### src/rtl/aes_pkg.sv
// Shared constants and assembly-state encoding for the AES plaintext block loader.
package aes_pkg;

    localparam int BYTE_W     = 8;
    localparam int NB_DEFAULT = 16;
    localparam int BLOCK_W    = BYTE_W * NB_DEFAULT;

    // ASM_PEND: the assembly register holds a finished block waiting for the hold register.
    typedef enum logic {
        ASM_FILL = 1'b0,
        ASM_PEND = 1'b1
    } asm_state_e;

endpackage

### src/rtl/aes_block_loader.sv
// Byte-to-block loader with a double buffer (assembly + hold) ahead of the AES encrypt core.
// Define AES_LOADER_FLUSH_EN to let Word_last close a partial block with zero padding.
module aes_block_loader
    import aes_pkg::*;
#(
    parameter int NB = NB_DEFAULT
) (
    input  logic                         Clk,
    input  logic                         Rst,
    input  logic [BYTE_W-1:0]            Word,
    input  logic                         Word_valid,
    input  logic                         Word_last,
    output logic                         Word_ready,
    output logic [BYTE_W*NB-1:0]         Block,
    output logic                         Block_valid,
    input  logic                         Block_ready,
    output logic                         Block_last,
    output logic [$clog2(NB)-1:0]        ByteCount
);

    localparam int CW = $clog2(NB);

    logic [BYTE_W*NB-1:0] r_asm;
    logic [BYTE_W*NB-1:0] r_blk;
    logic [BYTE_W*NB-1:0] w_asm_next;
    logic [CW-1:0]        r_cnt;
    logic                 r_blk_valid;
    logic                 r_blk_last;
    logic                 r_pend_last;
    asm_state_e           r_state;
    asm_state_e           w_state_next;

    logic w_byte_fire;
    logic w_blk_fire;
    logic w_hold_free;
    logic w_last_in;
    logic w_complete;

`ifdef AES_LOADER_FLUSH_EN
    assign w_last_in = Word_last;
`else
    logic w_unused;
    assign w_unused  = Word_last;
    assign w_last_in = 1'b0;
`endif

    assign Word_ready  = ~Rst & (r_state == ASM_FILL);
    assign w_byte_fire = Word_valid & Word_ready;
    assign w_blk_fire  = r_blk_valid & Block_ready;
    assign w_hold_free = ~r_blk_valid | w_blk_fire;
    assign w_complete  = w_byte_fire & ((r_cnt == CW'(NB - 1)) | w_last_in);

    // Slots below the incoming byte are cleared so an early-closed block is zero padded.
    always_comb begin
        w_asm_next = r_asm;
        for (int i = 0; i < NB; i++) begin
            if (i == int'(r_cnt)) begin
                w_asm_next[BYTE_W*(NB-i)-1 -: BYTE_W] = Word;
            end else if (i > int'(r_cnt)) begin
                w_asm_next[BYTE_W*(NB-i)-1 -: BYTE_W] = '0;
            end
        end
    end

    always_ff @(posedge Clk) begin
        if (Rst) begin
            r_state <= ASM_FILL;
        end else begin
            r_state <= w_state_next;
        end
    end

    always_comb begin
        w_state_next = r_state;
        case (r_state)
            ASM_FILL: if (w_complete && !w_hold_free) w_state_next = ASM_PEND;
            ASM_PEND: if (w_blk_fire) w_state_next = ASM_FILL;
            default:  w_state_next = ASM_FILL;
        endcase
    end

    always_ff @(posedge Clk) begin
        if (Rst) begin
            r_asm       <= '0;
            r_cnt       <= '0;
            r_blk       <= '0;
            r_blk_valid <= 1'b0;
            r_blk_last  <= 1'b0;
            r_pend_last <= 1'b0;
        end else begin
            if (w_byte_fire) begin
                r_asm <= w_asm_next;
                r_cnt <= w_complete ? '0 : r_cnt + 1'b1;
            end
            // Pending block moves up as the held one leaves; Block_valid stays high.
            if (r_state == ASM_PEND && w_blk_fire) begin
                r_blk      <= r_asm;
                r_blk_last <= r_pend_last;
            end else if (w_complete && w_hold_free) begin
                r_blk       <= w_asm_next;
                r_blk_valid <= 1'b1;
                r_blk_last  <= w_last_in;
            end else if (w_blk_fire) begin
                r_blk_valid <= 1'b0;
            end
            if (w_complete && !w_hold_free) begin
                r_pend_last <= w_last_in;
            end
        end
    end

    assign Block       = r_blk;
    assign Block_valid = r_blk_valid;
    assign Block_last  = r_blk_last;
    assign ByteCount   = r_cnt;

endmodule

### config.mk
export PLATFORM = sky130hd
export DESIGN_NAME = aes_block_loader
export DESIGN_NICKNAME = d
export VERILOG_FILES = /design/src/rtl/aes_pkg.sv /design/src/rtl/aes_block_loader.sv
export SDC_FILE = /design/constraint.sdc
export NUM_CORES = 1
export LEC_CHECK = 0
export CORE_UTILIZATION = 40
export CTS_CLUSTER_DIAMETER = 50
export DETAILED_ROUTE_END_ITERATION = 10
export PLACE_DENSITY = 0.61
export SYNTH_ARGS = -nofsm -noshare
export SYNTH_HDL_FRONTEND = slang
export SYNTH_SLANG_ARGS = --single-unit
### constraint.sdc
create_clock -name Clk -period 2.3 [get_ports Clk]
set_clock_uncertainty 0.05 [all_clocks]
set_input_delay 0.46 -clock Clk [delete_from_list [all_inputs] [get_ports Clk]]
set_output_delay 0.46 -clock Clk [all_outputs]
set_load 0.005 [all_outputs]
==> flow_metrics.env, run 1 <==
export IMPL_startpoint_kind_of_the_worst_setup_timing_path="flop"
export IMPL_ir_drop_v=0.000410
export IMPL_final_core_util_pct=52.4
export IMPL_synthesis_area_per_instance_um2=8.81
export IMPL_vias_in_the_first_global_route=9562
export IMPL_status="complete, no violations"
export IMPL_top_level_pins=148
export IMPL_place_ws_ns=-0.0792
export IMPL_ff2ff_path_depth=7
export IMPL_critPathMaxStageDelay_ns=0.54
export IMPL_postRouteAntennaNets=0
export IMPL_rsz0062_at_grt="no"
export IMPL_synth_cell_type_count=57
export IMPL_max_cap_viol_count=0
export IMPL_setup_tns_final_ns=0
export IMPL_place_congestion=0.833
export IMPL_post_synth_top_area_cell="dfxtp_1"
export IMPL_synth_seq_cells=262
export IMPL_detail_route_iter0_violations=1250
export IMPL_ys_top_cells_by_area="dfxtp_1 (48%), a22oi_1 (8.4%), nand3_1 (4.2%), o21ai_0 (4.1%), o22ai_1 (3.6%)"
export IMPL_synth_yosys_seq_area_share_pct=48.2
export IMPL_switching_share_pct=23.5
export IMPL_ys_async_sr_fraction_pct=0
export IMPL_crit_type="reg2out"
export IMPL_worst_slew_margin_relative_to_its_limit_pct=47.5
export IMPL_standard_cell_rows=60
export IMPL_drt_wirelength_per_cell_um=20.8
export IMPL_slew_viol_final=0
export IMPL_logic_gate_share_of_total_power_pct=5.2
export IMPL_layout_common_cells="dfxtp_1 (261), clkdlybuf4s50_1 (144), a22oi_1 (122)"
export IMPL_initial_utilization_pct=40.6
export IMPL_place_area_um2=13000
export IMPL_drc=0
export IMPL_pwr_share_seq_pct=45.2
export IMPL_post_route_period_util_pct=97.4
export IMPL_min_path_cells=2
export IMPL_ys_flop_type="dfxtp_1"
export IMPL_place_port_buffers=145
export IMPL_pin_count_of_the_biggest_net_entering_global_routing=64
export IMPL_globalRouteTotalUtil_pct=25.1
export IMPL_ctsHoldBuffers=0
export IMPL_timing_final_hold_violations=0
export IMPL_firstDrtPassIters=5
export IMPL_place_detailed_hpwl_um=23000
export IMPL_synthesis_area_um2=10900
export IMPL_grt_antenna_before_repair=0
export IMPL_synth_fp_nets=1254
export IMPL_grt_pass1_wl_um=55600
export IMPL_clock_fmax_mhz=446
export IMPL_via_count=10400
export IMPL_cts_tree="built"
export IMPL_timing_worst_slew_pin_value_ns=0.788
export IMPL_final_stage_net_count=1387
export IMPL_grt_overflow=0
export IMPL_final_min_clock_period_ns=2.24
export IMPL_finalWorstSetupSlack_ns=0.0590
export IMPL_cts_root_buffer_cell="clkbuf_16"
export IMPL_die_width_um=167
export IMPL_p_int_w=0.00775
export IMPL_final_cell_area_um2=14100
export IMPL_drt_total_wl_um=36100
export IMPL_cts_num_sinks=262
export IMPL_setup_viol=0
export IMPL_route_detailed_vias_per_inst=5.99
export IMPL_drive_above_1_share_pct=11.8
export IMPL_die_height_um=167
export IMPL_cp_cell_instances="buf_6, clkdlybuf4s50_1"
export IMPL_number_of_flops_mapped_to_enable_cells_by_yosys=0
export IMPL_critical_path_max_fanout=27
export IMPL_finalPower_w=0.0101
export IMPL_cts_buffers_inserted=34
export IMPL_crit_slowest_cell="clkdlybuf4s50_1"
export IMPL_flow_area_growth_from_synthesis_pct=29.1
export IMPL_synth_yosys_warnings=0
export IMPL_floorplan_core_area_um2=26800
export IMPL_dieArea_um2=27900
export IMPL_cellPowerDensity_nw_per_um2=721
export IMPL_antennaDiodeCount=0
export IMPL_ctsHtreeMaxLevel=2
export IMPL_post_synth_top_area_fraction_pct=48.2
export IMPL_p_leak_nw=4.92
export IMPL_syn_inst=1236
export IMPL_most_common_library_cell_in_the_layout_ignoring_fill_and_taps="dfxtp_1"
export IMPL_switching_power_w=0.00238
export IMPL_cp_arrival_ns=1.73
export IMPL_worst_hold_path_type="in2reg"
export IMPL_clock_power_share_pct=49.7
export IMPL_worstSkewPairLatency_ns=0.51
export IMPL_clk_pin_slew_worst_paths_ns=0.06
export IMPL_cp_end_kind="primary output"
export IMPL_cts_buffer_depth=3
export IMPL_required_ns=1.79
## kinds of logic after synthesis
group           synth area share, %
xor+xnor                     0.0805
mux                            1.39
other cells                  0.0345
compound gates                 28.2
buf+inv                        6.06
flops                          48.2
fa+ha+maj                     0.575
simple gates                   15.5
## stage by stage
stage,hold slack (ns),std cells
after detailed placement,0.398,1674
after CTS,0.189,1734
final,0.203,1734
after floorplan,0.385,1236
after global placement,0.399,1674
after global routing,0.204,1734
## final timing paths
path	from	end	slack [ns]
worst min-delay path	Rst	Block[18]$_SDFFE_PP0P_	0.20
worst max-delay path	ByteCount[3]$_SDFFE_PP0N_	ByteCount[3]	0.06
worst min register to register	Block[113]$_SDFFE_PP0P_	Block[113]$_SDFFE_PP0P_	0.40
worst max register to register	ByteCount[1]$_SDFFE_PP0N_	r_asm[18]$_SDFFE_PP0N_	0.19
## synth_stat cells (2+ instances only)
cell type and instances:
buf_2 50, nor4_1 12, clkbuf_1 59, a31o_2 8
o221ai_1 22, nand2b_1 3, a32oi_1 6, and3_1 4
nand3_1 91, o211ai_1 8, o21a_1 10, nor3_2 2
nand3b_1 2, a221o_1 8, a21oi_1 49, nor2_1 91
o21ai_1 6, nor3_1 20, a31oi_1 22, buf_6 4
mux2i_1 14, a22o_1 21, nand4b_1 8, nand2_1 98
a211oi_1 4, o21ai_0 90, a22oi_1 122, o22ai_1 63
nor2b_1 3, and4b_1 8, dfxtp_1 262, o21bai_1 2
a2111oi_2 3, inv_1 15, buf_1 17, ha_1 5
a32o_1 2, buf_4 3
## worst max-delay path: cells and delay by family, from the launching register on
kind                   cells  cell delay, ns
buffers and inverters      2            0.79
flip-flops                 1            0.43
## registers in the layout, indices dropped and copies added (netlist names)
signal,cells
r_state,1
Block,128
Block_valid,1
r_asm,128
ByteCount,4
## layout make-up
class | instances | area (um^2)
inverters | 15 | 57.6
flip-flops and latches | 262 | 5250
repair buffers | 230 | 2270
multi-input cells | 826 | 4990
clock buffers | 47 | 951
clock inverters | 13 | 115
fillers | 2457 | 12700
well taps | 341 | 427
## repair_timing
action	in CTS	in global routing
hold endpoints to repair	0	0
setup buffers	0	0
gates resized for setup	2	1
setup endpoints to repair	2	1
## routing by layer
metal  part of all wire (%)  GRT usage, %
met2                     43          37.6
met4                    2.2          7.29
met1                     47          36.7
met3                    7.1          4.35
met5                      0             0
## power groups by stage
stage               sequential (W)  clock (W)  combinational [W]
global route               0.00458    0.00531           0.000552
floorplan                  0.00467          0           0.000285
finish                     0.00458    0.00503           0.000525
detailed placement         0.00468          0           0.000514
CTS                        0.00458    0.00511           0.000515
global placement           0.00468          0           0.000512
(Power assumes the default switching activity.)
==> run 2, diff against run 1 <==
- CORE_MARGIN: unset -> 2
==> run 2 against run 1 <==
Against the previous run:
- via count up 0.17%
- clock power down 7.6%
- core utilization down 0.089 points
- final cell count about the same
- sequential share of layout area up 0.063 points
- die area up 2.4%
- critical path depth unchanged
- count of clock-buffer cells in the layout down 5
- worst hold slack worse by 0.048 ns
- sequential cell count unchanged
- critical path type unchanged
- largest power group unchanged
==> flow_metrics.env, run 2 (same netlist as run 1, synthesis figures left out) <==
export IMPL_rr_startpoint="ByteCount[0]$_SDFFE_PP0N_"
export IMPL_critical_path_top_delay_family="buffers and inverters"
export IMPL_terminus_of_the_critical_flop_to_flop_path="Block[123]$_SDFFE_PP0P_"
export IMPL_timing_worst_slew_pin_value_ns=0.652
export IMPL_worst_hold_path_endpoint="Block_valid$_SDFFE_PP0P_"
export IMPL_worstSkewPairLatency_ns=0.55
export IMPL_setup_viol=0
export IMPL_fin_cells=1733
export IMPL_floorplan_core_area_um2=26800
export IMPL_worst_hold_path_type="in2reg"
export IMPL_top_level_pins=148
export IMPL_cp_end_kind="primary output"
export IMPL_route_detailed_vias_per_inst=6.01
export IMPL_place_port_buffers=145
export IMPL_critPathMaxStageDelay_ns=0.55
export IMPL_n_fill_cell=2448
export IMPL_grt_antenna_before_repair=0
export IMPL_detail_route_iter0_violations=976
export IMPL_vias_in_the_first_global_route=9585
export IMPL_ctsHtreeMaxLevel=1
export IMPL_hold_slack_ns=0.156
export IMPL_max_cap_viol_count=0
export IMPL_place_detailed_hpwl_um=22800
export IMPL_cts_buffer_depth=3
export IMPL_drive_above_1_share_pct=11.9
export IMPL_firstDrtPassIters=5
export IMPL_cts_tree="built"
export IMPL_ctsHoldBuffers=0
export IMPL_drc=0
export IMPL_p_leak_nw=4.90
export IMPL_clock_fmax_mhz=446
export IMPL_worstHoldStart="Rst"
export IMPL_status="complete, no violations"
export IMPL_required_ns=1.79
export IMPL_place_congestion=0.824
export IMPL_cts_buffers_inserted=31
export IMPL_worstPathBufferInverterCount=1
export IMPL_timing_final_hold_violations=0
export IMPL_cp_cell_instances="nor2_1, clkdlybuf4s50_1"
export IMPL_cts_num_sinks=262
export IMPL_reg2reg_setup_slack_ns=0.18
export IMPL_drt_total_wl_um=36100
export IMPL_post_route_period_util_pct=97.6
export IMPL_pin_count_of_the_biggest_net_entering_global_routing=88
export IMPL_cp_arrival_ns=1.73
export IMPL_dieArea_um2=28500
export IMPL_setup_tns_final_ns=0
export IMPL_most_common_library_cell_in_the_layout_ignoring_fill_and_taps="dfxtp_1"
export IMPL_standard_cell_rows=60
export IMPL_grt_pass1_wl_um=56000
export IMPL_layout_common_cells="dfxtp_1 (261), clkdlybuf4s50_1 (144), a22oi_1 (122)"
export IMPL_worst_slew_margin_relative_to_its_limit_pct=56.3
export IMPL_flow_area_growth_from_synthesis_pct=28.9
export IMPL_drt_wirelength_per_cell_um=20.8
export IMPL_final_stage_net_count=1390
export IMPL_ir_drop_v=0.000480
export IMPL_globalRouteTotalUtil_pct=24.5
export IMPL_crit_slowest_cell="clkdlybuf4s50_1"
export IMPL_cts_root_buffer_cell="clkbuf_16"
export IMPL_crit_type="reg2out"
export IMPL_clk_pin_slew_worst_paths_ns=0.06
export IMPL_antennaDiodeCount=0
export IMPL_rsz0062_at_grt="no"
export IMPL_die_width_um=169
export IMPL_critical_path_max_fanout=7
export IMPL_grt_overflow=0
export IMPL_final_min_clock_period_ns=2.24
export IMPL_postRouteAntennaNets=0
export IMPL_cells_after_dpl=1680
export IMPL_startpoint_kind_of_the_worst_setup_timing_path="flop"
export IMPL_via_count=10400
export IMPL_slew_viol_final=0
export IMPL_min_path_cells=2
export IMPL_die_height_um=169
export IMPL_final_core_util_pct=52.4
export IMPL_initial_utilization_pct=40.6
export IMPL_postCtsSetupRepairBufs=0
export IMPL_post_cts_resize_count=2
export IMPL_ff2ff_path_depth=5
export IMPL_cellPowerDensity_nw_per_um2=697
run 2: cell count changes in the layout (fill, tap and decap cells not counted), moves of 2 or more:
cell,before,now
clkbuf_16,35,31
buf_12,14,17
buf_4,70,73
clkinv_2,6,3
clkinvlp_4,1,3
run 2: cell type report:
| type | count | area, um^2 | share of cell area [%] |
|---|---|---|---|
| Sequential cell | 262 | 5250 | 37.4 |
| Multi-Input combinational cell | 826 | 4990 | 35.6 |
| Timing Repair Buffer | 236 | 2360 | 16.8 |
| Clock buffer | 42 | 847 | 6.04 |
| Tap cell | 341 | 427 | 3.04 |
| Clock inverter | 11 | 109 | 0.776 |
| Inverter | 15 | 57.6 | 0.410 |
run 2: power by group:
group	leakage (nW)	internal, W	switching (W)
Clock	0.459	0.00269	0.00196
Combinational	2.33	0.000186	0.000359
Sequential	2.11	0.00456	0.0000195
Total	4.90	0.00744	0.00234
run 2: how the worst max path moves through the flow:
stage	end	from	depth (start not counted)	slack, ns
finish	Word_ready	r_state$_SDFF_PP0_	2	0.06
global route	ByteCount[2]	ByteCount[2]$_SDFFE_PP0N_	2	0.009
CTS	ByteCount[3]	ByteCount[3]$_SDFFE_PP0N_	2	0.02
detailed placement	r_asm[5]$_SDFFE_PP0N_	Word_valid	6	-0.07
global placement	r_asm[5]$_SDFFE_PP0N_	Word_valid	6	-0.05
floorplan	r_asm[16]$_SDFFE_PP0N_	ByteCount[1]$_SDFFE_PP0N_	9	0.17
run 2: routing by layer:
| layer | wire length, um | global-route usage (%) |
|---|---|---|
| met5 | 0 | 0 |
| met4 | 759 | 5.88 |
| met3 | 2570 | 3.65 |
| met2 | 16200 | 37.5 |
| met1 | 16600 | 36.3 |
run 2: stage by stage:
stage | setup slack (ns) | total power (W) | cell area (um^2)
floorplan | 0.168 | 0.00496 | 10900
global placement | -0.0510 | 0.00522 | 13100
detailed placement | -0.0739 | 0.00522 | 13100
CTS | 0.0216 | 0.00982 | 14000
global route | 0.00902 | 0.0100 | 14000
finish | 0.0555 | 0.00978 | 14000
